<file path="src/rtl/mb_pixel_fetch.sv">
// Fetches an NV12 frame macroblock by macroblock (32 luma words then 16 UV words each) and streams it to cur_mb.
// Optional downstream starvation counter is compiled in when MB_FETCH_STALL_CNT_EN is defined.
module mb_pixel_fetch (
    input  logic        clk,
    input  logic        rst,
    input  logic        start_i,
    input  logic [7:0]  mb_x_max_i,
    input  logic [7:0]  mb_y_max_i,
    input  logic [31:0] base_y_i,
    input  logic [31:0] base_uv_i,
    output logic        rd_req_o,
    output logic [31:0] rd_addr_o,
    input  logic        rd_gnt_i,
    input  logic        rd_vld_i,
    input  logic [63:0] rd_data_i,
    input  logic        pinc_i,
    output logic        pvalid_o,
    output logic [63:0] pdata_o,
    output logic        busy_o,
    output logic        mb_done_o,
    output logic [31:0] stall_cnt_o,
    output logic [1:0]  dbg_state
);

    // Read port: a request transfers on a rising edge with rd_req_o && rd_gnt_i; rd_req_o/rd_addr_o hold
    // until then. Each rd_vld_i cycle returns one word, in request order; pops happen on pinc_i && !empty.
    typedef enum logic [1:0] {
        S_IDLE  = 2'd0,
        S_FETCH = 2'd1,
        S_DRAIN = 2'd2
    } state_t;

    state_t      state;
    state_t      state_nxt;

    logic [7:0]  x_max;
    logic [7:0]  y_max;
    logic [31:0] base_y;
    logic [31:0] base_uv;
    logic [31:0] stride;
    logic [7:0]  mb_x;
    logic [7:0]  mb_y;
    logic [5:0]  word_k;
    logic [4:0]  outstanding;

    logic [63:0] fifo_mem [0:15];
    logic [3:0]  wr_ptr;
    logic [3:0]  rd_ptr;
    logic [4:0]  count;
    logic [5:0]  out_k;

    logic        start_acc;
    logic        credit_ok;
    logic        fire;
    logic        last_word;
    logic        last_mb;
    logic        push;
    logic        pop;
    logic        is_luma;
    logic [31:0] row_off;
    logic [31:0] row;
    logic [31:0] addr;

    function automatic logic [63:0] byte_swap(input logic [63:0] d);
        logic [63:0] r;
        r = '0;
        for (int i = 0; i < 8; i++) begin
            r[8*i +: 8] = d[8*(7-i) +: 8];
        end
        return r;
    endfunction

    assign start_acc = (state == S_IDLE) && start_i;
    assign credit_ok = ({1'b0, outstanding} + {1'b0, count}) < 6'd16;
    assign rd_req_o  = (state == S_FETCH) && credit_ok;
    assign fire      = rd_req_o && rd_gnt_i;
    assign last_word = (word_k == 6'd47);
    assign last_mb   = (mb_x == x_max) && (mb_y == y_max);
    // Returns with nothing outstanding belong to requests issued before a reset and are dropped.
    assign push      = rd_vld_i && (outstanding != 5'd0);
    assign pop       = pinc_i && (count != 5'd0);

    // Word k < 32 is luma row k>>1; words 32..47 are UV rows, both split into two 8-byte halves.
    always_comb begin
        is_luma = ~word_k[5];
        row_off = is_luma ? {28'd0, word_k[4:1]} : {29'd0, word_k[3:1]};
        row     = is_luma ? (({24'd0, mb_y} << 4) + row_off) : (({24'd0, mb_y} << 3) + row_off);
        addr    = (is_luma ? base_y : base_uv) + row * stride + ({24'd0, mb_x} << 4)
                  + {28'd0, word_k[0], 3'd0};
    end

    assign rd_addr_o = (state == S_FETCH) ? addr : 32'd0;
    assign busy_o    = (state != S_IDLE);
    assign dbg_state = state;

    always_comb begin
        state_nxt = state;
        case (state)
            S_IDLE:  if (start_i) state_nxt = S_FETCH;
            S_FETCH: if (fire && last_word && last_mb) state_nxt = S_DRAIN;
            S_DRAIN: if ((count == 5'd0) && (outstanding == 5'd0)) state_nxt = S_IDLE;
            default: state_nxt = S_IDLE;
        endcase
    end

    always_ff @(posedge clk or posedge rst) begin
        if (rst) begin
            state       <= S_IDLE;
            x_max       <= '0;
            y_max       <= '0;
            base_y      <= '0;
            base_uv     <= '0;
            stride      <= '0;
            mb_x        <= '0;
            mb_y        <= '0;
            word_k      <= '0;
            outstanding <= '0;
        end else begin
            state <= state_nxt;
            if (start_acc) begin
                x_max   <= mb_x_max_i;
                y_max   <= mb_y_max_i;
                base_y  <= base_y_i;
                base_uv <= base_uv_i;
                stride  <= ({24'd0, mb_x_max_i} + 32'd1) << 4;
                mb_x    <= '0;
                mb_y    <= '0;
                word_k  <= '0;
            end else if (fire) begin
                if (last_word) begin
                    word_k <= '0;
                    if (mb_x == x_max) begin
                        mb_x <= '0;
                        mb_y <= mb_y + 8'd1;
                    end else begin
                        mb_x <= mb_x + 8'd1;
                    end
                end else begin
                    word_k <= word_k + 6'd1;
                end
            end
            case ({fire, push})
                2'b10:   outstanding <= outstanding + 5'd1;
                2'b01:   outstanding <= outstanding - 5'd1;
                default: outstanding <= outstanding;
            endcase
        end
    end

    always_ff @(posedge clk) begin
        if (push) fifo_mem[wr_ptr] <= byte_swap(rd_data_i);
    end

    always_ff @(posedge clk or posedge rst) begin
        if (rst) begin
            wr_ptr    <= '0;
            rd_ptr    <= '0;
            count     <= '0;
            out_k     <= '0;
            pvalid_o  <= 1'b0;
            mb_done_o <= 1'b0;
            pdata_o   <= '0;
        end else begin
            if (push) wr_ptr <= wr_ptr + 4'd1;
            if (pop)  rd_ptr <= rd_ptr + 4'd1;
            case ({push, pop})
                2'b10:   count <= count + 5'd1;
                2'b01:   count <= count - 5'd1;
                default: count <= count;
            endcase
            pvalid_o  <= pop;
            mb_done_o <= pop && (out_k == 6'd47);
            if (pop) begin
                pdata_o <= fifo_mem[rd_ptr];
                out_k   <= (out_k == 6'd47) ? 6'd0 : out_k + 6'd1;
            end
        end
    end

`ifdef MB_FETCH_STALL_CNT_EN
    logic [31:0] stall_cnt;

    always_ff @(posedge clk or posedge rst) begin
        if (rst) begin
            stall_cnt <= '0;
        end else if (start_acc) begin
            stall_cnt <= '0;
        end else if (busy_o && pinc_i && (count == 5'd0) && (stall_cnt != 32'hFFFF_FFFF)) begin
            stall_cnt <= stall_cnt + 32'd1;
        end
    end

    assign stall_cnt_o = stall_cnt;
`else
    assign stall_cnt_o = 32'd0;
`endif

endmodule

</file>
<file path="config.mk">
export PLATFORM = sky130hd
export DESIGN_NAME = mb_pixel_fetch
export DESIGN_NICKNAME = d
export VERILOG_FILES = /design/src/rtl/mb_pixel_fetch.sv
export SDC_FILE = /design/constraint.sdc
export NUM_CORES = 2
export LEC_CHECK = 0
export ABC_AREA = 1
export CAP_MARGIN = 20
export CELL_PAD_IN_SITES_DETAIL_PLACEMENT = 0
export CELL_PAD_IN_SITES_GLOBAL_PLACEMENT = 1
export CORE_MARGIN = 2
export CORE_UTILIZATION = 40
export DETAILED_ROUTE_END_ITERATION = 8
export MAX_ROUTING_LAYER = met4
export PLACE_DENSITY = 0.77
export SLEW_MARGIN = 20
export SYNTH_ARGS = -nofsm -noshare
export SYNTH_HDL_FRONTEND = slang
export SYNTH_SLANG_ARGS = --single-unit
</file>
<file path="constraint.sdc">
create_clock -name clk -period 16.9 [get_ports clk]
set_clock_uncertainty 0.1 [all_clocks]
set_input_delay 1.69 -clock clk [delete_from_list [all_inputs] [get_ports clk]]
set_output_delay 1.69 -clock clk [all_outputs]
set_load 0.05 [all_outputs]
</file>
; Word-level counts from Yosys, hierarchy flattened
; Memories as Yosys holds them, arrays and structs flattened. A register that Yosys moved wholly into a read port is not among the register bits.
; Cells that the tools add are included.
[classes]
add_sub_neg = 17
n_mul = 1
magnitude_cmp = 1
eq_ne = 13
muxes = 24
reduce_logical = 24
[ops]
columns = op, n
row1 = 32-bit two-way mux, 2
row2 = 8-bit two-way mux, 8
row3 = 32-bit by 12-bit adder with 32-bit output, 1
row4 = 32-bit adder, 1
row5 = 32-bit by 4-bit adder with 32-bit output, 1
row6 = 13-bit by 28-bit multiplier with 28-bit output, 1
row7 = 6-bit two-way mux, 4
row8 = 5-bit case mux with 2 select lines, 2
row9 = "8-bit by 1-bit adder with 8-bit output, second input constant", 2
row10 = 8-bit == test, 2
row11 = 12-bit by 4-bit adder with 13-bit output, 1
row12 = 13-bit two-way mux, 1
row13 = 11-bit by 4-bit adder with 12-bit output, 1
row14 = "6-bit by 1-bit adder with 6-bit output, second input constant", 2
row15 = "6-bit == test, second input constant", 2
row16 = 2-bit nonzero test, 6
row17 = "5-bit by 1-bit adder with 5-bit output, second input constant", 2
row18 = 1-bit logical AND, 10
row19 = 5-bit logical NOT, 2
row20 = 5-bit nonzero test, 2
row21 = "5-bit by 1-bit subtractor with 5-bit output, second input constant", 2
row22 = "8-bit by 1-bit adder with 9-bit output, second input constant", 1
row23 = "4-bit by 1-bit adder with 4-bit output, second input constant", 2
row24 = 5-bit by 5-bit adder with 6-bit output, 1
row25 = other kinds (12), 21
[word_totals]
reg_bits = 158
ramBits = 1024
inputBits = 150
output_inout_bits = 134
memories = 1
[mem_list]
columns = name, words, word_bits, rd, rd_clocked_by_memory_dff, write_ports, line
row1 = fifo_mem, 16, 64, 1, 1, 1, 46  ; logic [63:0] fifo_mem [0:15];

; Logic depth before layout (Yosys ltp)
[depth]
word_depth = 8
mapped_depth = 45
ltp_nobuf = 44

; Worst setup path before layout
; No wires, ideal clock.
[synth_timing]
kind = register to output
from = reg word_k[5]
to = out rd_addr_o[26]
t_arrival_ps = 7217
required_time_ps = 15110
setup_slack_ps = 7893
stages_incl_launch_ff = 34
path_buffers = 2
path_cell_list = dfrtp_1 buf_2 buf_2 nor2_1 and2_1 ha_1 or2_2 o21ai_0 inv_1 nand2_1 fa_1 fa_1 fa_1 inv_1 fa_1 inv_1 fa_1 inv_1 ha_1 nand2_1 nor2_1 inv_1 o21ai_0 xor2_1 ha_1 ha_1 nand2_1 nor2_1 inv_1 nor3_1 nand3_1 nand4_1 nand2_1 nor2_1
[synth_via]
elab_chain_len = 8
word_cells_on_any_way = 10
classes_between = add/sub (5) / mul (1) / mux (4)
[synth_lines]
columns = element, line
row1 = start: declaration, 43  ; logic [5:0] word_k;
row2 = start signal: assignment, 139  ; word_k <= word_k + 6'd1;
row3 = 4-bit two-way mux, 86  ; row_off = is_luma ? {28'd0, word_k[4:1]} : {29'd0, word_k[3:1]};
row4 = 12-bit by 4-bit adder with 13-bit output or 11-bit by 4-bit adder with 12-bit output (tied branches), 87  ; row = is_luma ? (({24'd0, mb_y} << 4) + row_off) : (({24'd0, mb_y} << 3) + row_off);
row5 = 13-bit two-way mux, 87
row6 = 13-bit by 28-bit multiplier with 28-bit output, 88  ; addr = (is_luma ? base_y : base_uv) + row * stride + ({24'd0, mb_x} << 4)
row7 = 32-bit adder (*), 88
row8 = 32-bit by 12-bit adder with 32-bit output (*), 88
row9 = 32-bit by 4-bit adder with 32-bit output (*), 89  ; + {28'd0, word_k[0], 3'd0};
row10 = 32-bit two-way mux (*), 92  ; assign rd_addr_o = (state == S_FETCH) ? addr : 32'd0;
row11 = end: declaration, 12  ; output logic [31:0] rd_addr_o,
; Mark *: on every way between the ends. The rest lies on a longest branch, timed or not.

; Worst setup path after layout
[layout_timing]
from = reg word_k[5]
to = out rd_addr_o[31]
; The elaborated chain is that of the path after synthesis.

==> reports/metrics.cfg <==
[critical_path]
slowest_stage = clkdlybuf4s50_1
critPathMaxFanout = 72
arrival_ps = 9500
cpMostUsedCell = nand2_1
reg2regPathDepth = 10
critical-path-max-stage-delay_ps = 840
r2r_end = pdata_o[60]
worst_ep_required_time_ps = 15110
criticalPathCategory = flip-flop to primary output
r2r_start = rd_ptr[0]
reg2reg_slack_ps = 13140
startpoint_type = flip-flop
end_kind = primary output

[drt]
vias = 38400
wl_per_cell_um = 20.5
vias_per_cell = 5.14
drcViolationCount = 0
drtAntennaViolNets = 0
drt_first_pass_iters = 5
detailedRoute.firstIterationViolations = 2988
routed_wl_um = 153000

[clock_tree]
cts_num_sinks = 1227
ctsHoldBuffers = 0
cts.repair.resized = 0
h-tree-depth = 4
cts_setup_buffers = 0
cts_tree = built
numCtsBuffers = 132
clk_latency_ps = 770
clock_path_buffers = 3
clkTransAtPathRegs_ps = 60
cts_root_buffer = clkbuf_16

[layout]
final_common_cell = nand2_1
layout_common_cells = 1292 x nand2_1, 1024 x edfxtp_1, 634 x nor2_1
multi_input_area_um2 = 18000
register_area_um2 = 35800
area_delta_synth_final_pct = 15.0
layout.filler_cells = 12800
layout-drive-gt1-share_pct = 5.57
fin_nets = 5837

[sta]
final-setup-viol-count = 0
final_hold_viol_count = 0
hold_slack_ps = 367
rsz0062_at_grt = no
timing.final.crit_share_pct = 66.8
max_freq_ghz = 0.0886
drv_slew = 0
max_slew_margin_pct = 22.4
period_needed_ps = 11290
setup_tns_ps = 0
worst_slew_pin_slew_ps = 1160

[synthesis]
synthesis.area_um2 = 56500
synth_seq_cells = 1227
synth_cell_type_count = 42
synth-seq-area-share_pct = 63.5
synthCells = 5302
yosys_warnings = 0
avgSynthCellArea_um2 = 10.6

[run]
drv_cap = 0

[floorplan]
die_height_um = 380
coreArea_um2 = 140000
num_io_pins = 284
fp-row-count = 137
die_width_um = 380
floorplan.initialDensity_pct = 40.4
dieArea_um2 = 144000

[global_routing]
grt_usage_pct = 21.7
first_global_vias = 37000
grt_max_degree = 235
globalRouteOverflowTotal = 0
antenna_found_initial = 19
grt_pass1_wl_um = 232000

[worst_hold_path]
min_path_type = flip-flop to flip-flop
hold-path-endpoint = base_y[9]
hold_depth = 2
holdCritStartpoint = base_y[9]

[placed_design]
dp_hpwl_um = 87100
portBuffers = 251
place_congestion = 0.930

[status]
status = finished clean

-- worst max-delay path: cells and delay by family, from the launching register on --
kind | cells | cell delay, ps
AO/OA/AOI/OAI | 2 | 430
AND/OR/NAND/NOR | 14 | 2200
flip-flops | 1 | 340
adder cells (fa/ha/maj) | 9 | 3630
XOR/XNOR | 1 | 250
buffers and inverters | 7 | 1880
-- per-layer routing --
metal	vias to the layer above	GRT usage, %	wire, um
met3	201	3.96	9160
li1	18300	-	-
met1	18800	28.3	66300
met4	0	6.03	3550
met2	1059	34.9	73900
met5	-	-	0
-- through the flow --
stage | utilization (%) | cell area, um^2 | cells | setup slack [ps]
after detailed placement | 43.3 | 60600 | 7209 | 6420
after CTS | 46.4 | 64800 | 7445 | 5560
after floorplan | - | 56600 | 5333 | 7890
final | 46.4 | 64900 | 7464 | 5610
after global placement | 43.3 | 60500 | 7207 | 6470
after global routing | 46.4 | 64900 | 7462 | 4990
-- how the worst max path moves through the flow --
stage,endpoint,cells after the start,startpoint,slack (ps)
floorplan,rd_addr_o[26],33,word_k[5],7890
global placement,rd_addr_o[31],34,word_k[5],6470
detailed placement,rd_addr_o[31],33,word_k[5],6420
CTS,rd_addr_o[31],33,word_k[5],5560
global route,rd_addr_o[31],37,word_k[5],4990
finish,rd_addr_o[31],33,word_k[5],5610
-- cells by family (layout without fill, tap and decap cells) --
group,after synthesis,after routing,synth area share (%)
AND/OR/NAND/NOR,2279,2279,16.1
flip-flops,1227,1227,63.5
XOR/XNOR,51,51,0.791
buffers and inverters,663,900,5.04
AO/OA/AOI/OAI,845,845,8.37
other,1,50,0.00664
adder cells (fa/ha/maj),219,219,5.94
multiplexers,17,17,0.301
-- synth_stat cells, drive strengths merged --
cell    number  area share [%]
nand2     1296             8.6
edfxtp    1024              54
nor2       671             4.6
o21ai      453             4.0
inv        356             2.4
nand3      249             2.2
dfrtp      203             9.0
a21oi      190             1.7
buf        162             1.7
clkbuf     144            0.98
ha         137             3.0
o211ai     113             1.5
fa          82             2.9
o31ai       59            0.79
xor2        31            0.48
nor3        23            0.20
nand4       21            0.23
xnor2       20            0.31
mux2i       17            0.30
o22ai       17            0.19
nand3b       8            0.11
or2          6           0.066
and2         4           0.044
o21a         4           0.053
a21o         3           0.040
o21bai       3           0.040
a31oi        2           0.022
a21boi       1           0.013
clkinv       1          0.0066
conb         1          0.0066
nor4         1           0.022
-- final cells by class --
cell class / instances / share of cell area, %
flip-flops and latches: 1227 / 55.2
inverters: 357 / 2.11
multi-input cells: 3443 / 27.8
well taps: 1876 / 3.62
diodes: 18 / 0.0694
clock buffers: 185 / 5.75
repair buffers: 307 / 4.65
clock inverters: 51 / 0.823
-- state kept, by name, indices dropped and copies added, names as in the netlist, 4 cells and up --
name / flops
base_uv: 32
base_y: 32
count: 5
fifo_mem: 1024
mb_x: 8
mb_y: 8
out_k: 6
outstanding: 5
pdata_o: 64
rd_ptr: 4
stride: 9
word_k: 6
wr_ptr: 4
x_max: 8
y_max: 8
Power is left out: the tool's default activity adds up to more than one toggle a clock period on the data nets, which glitch-free logic cannot reach.
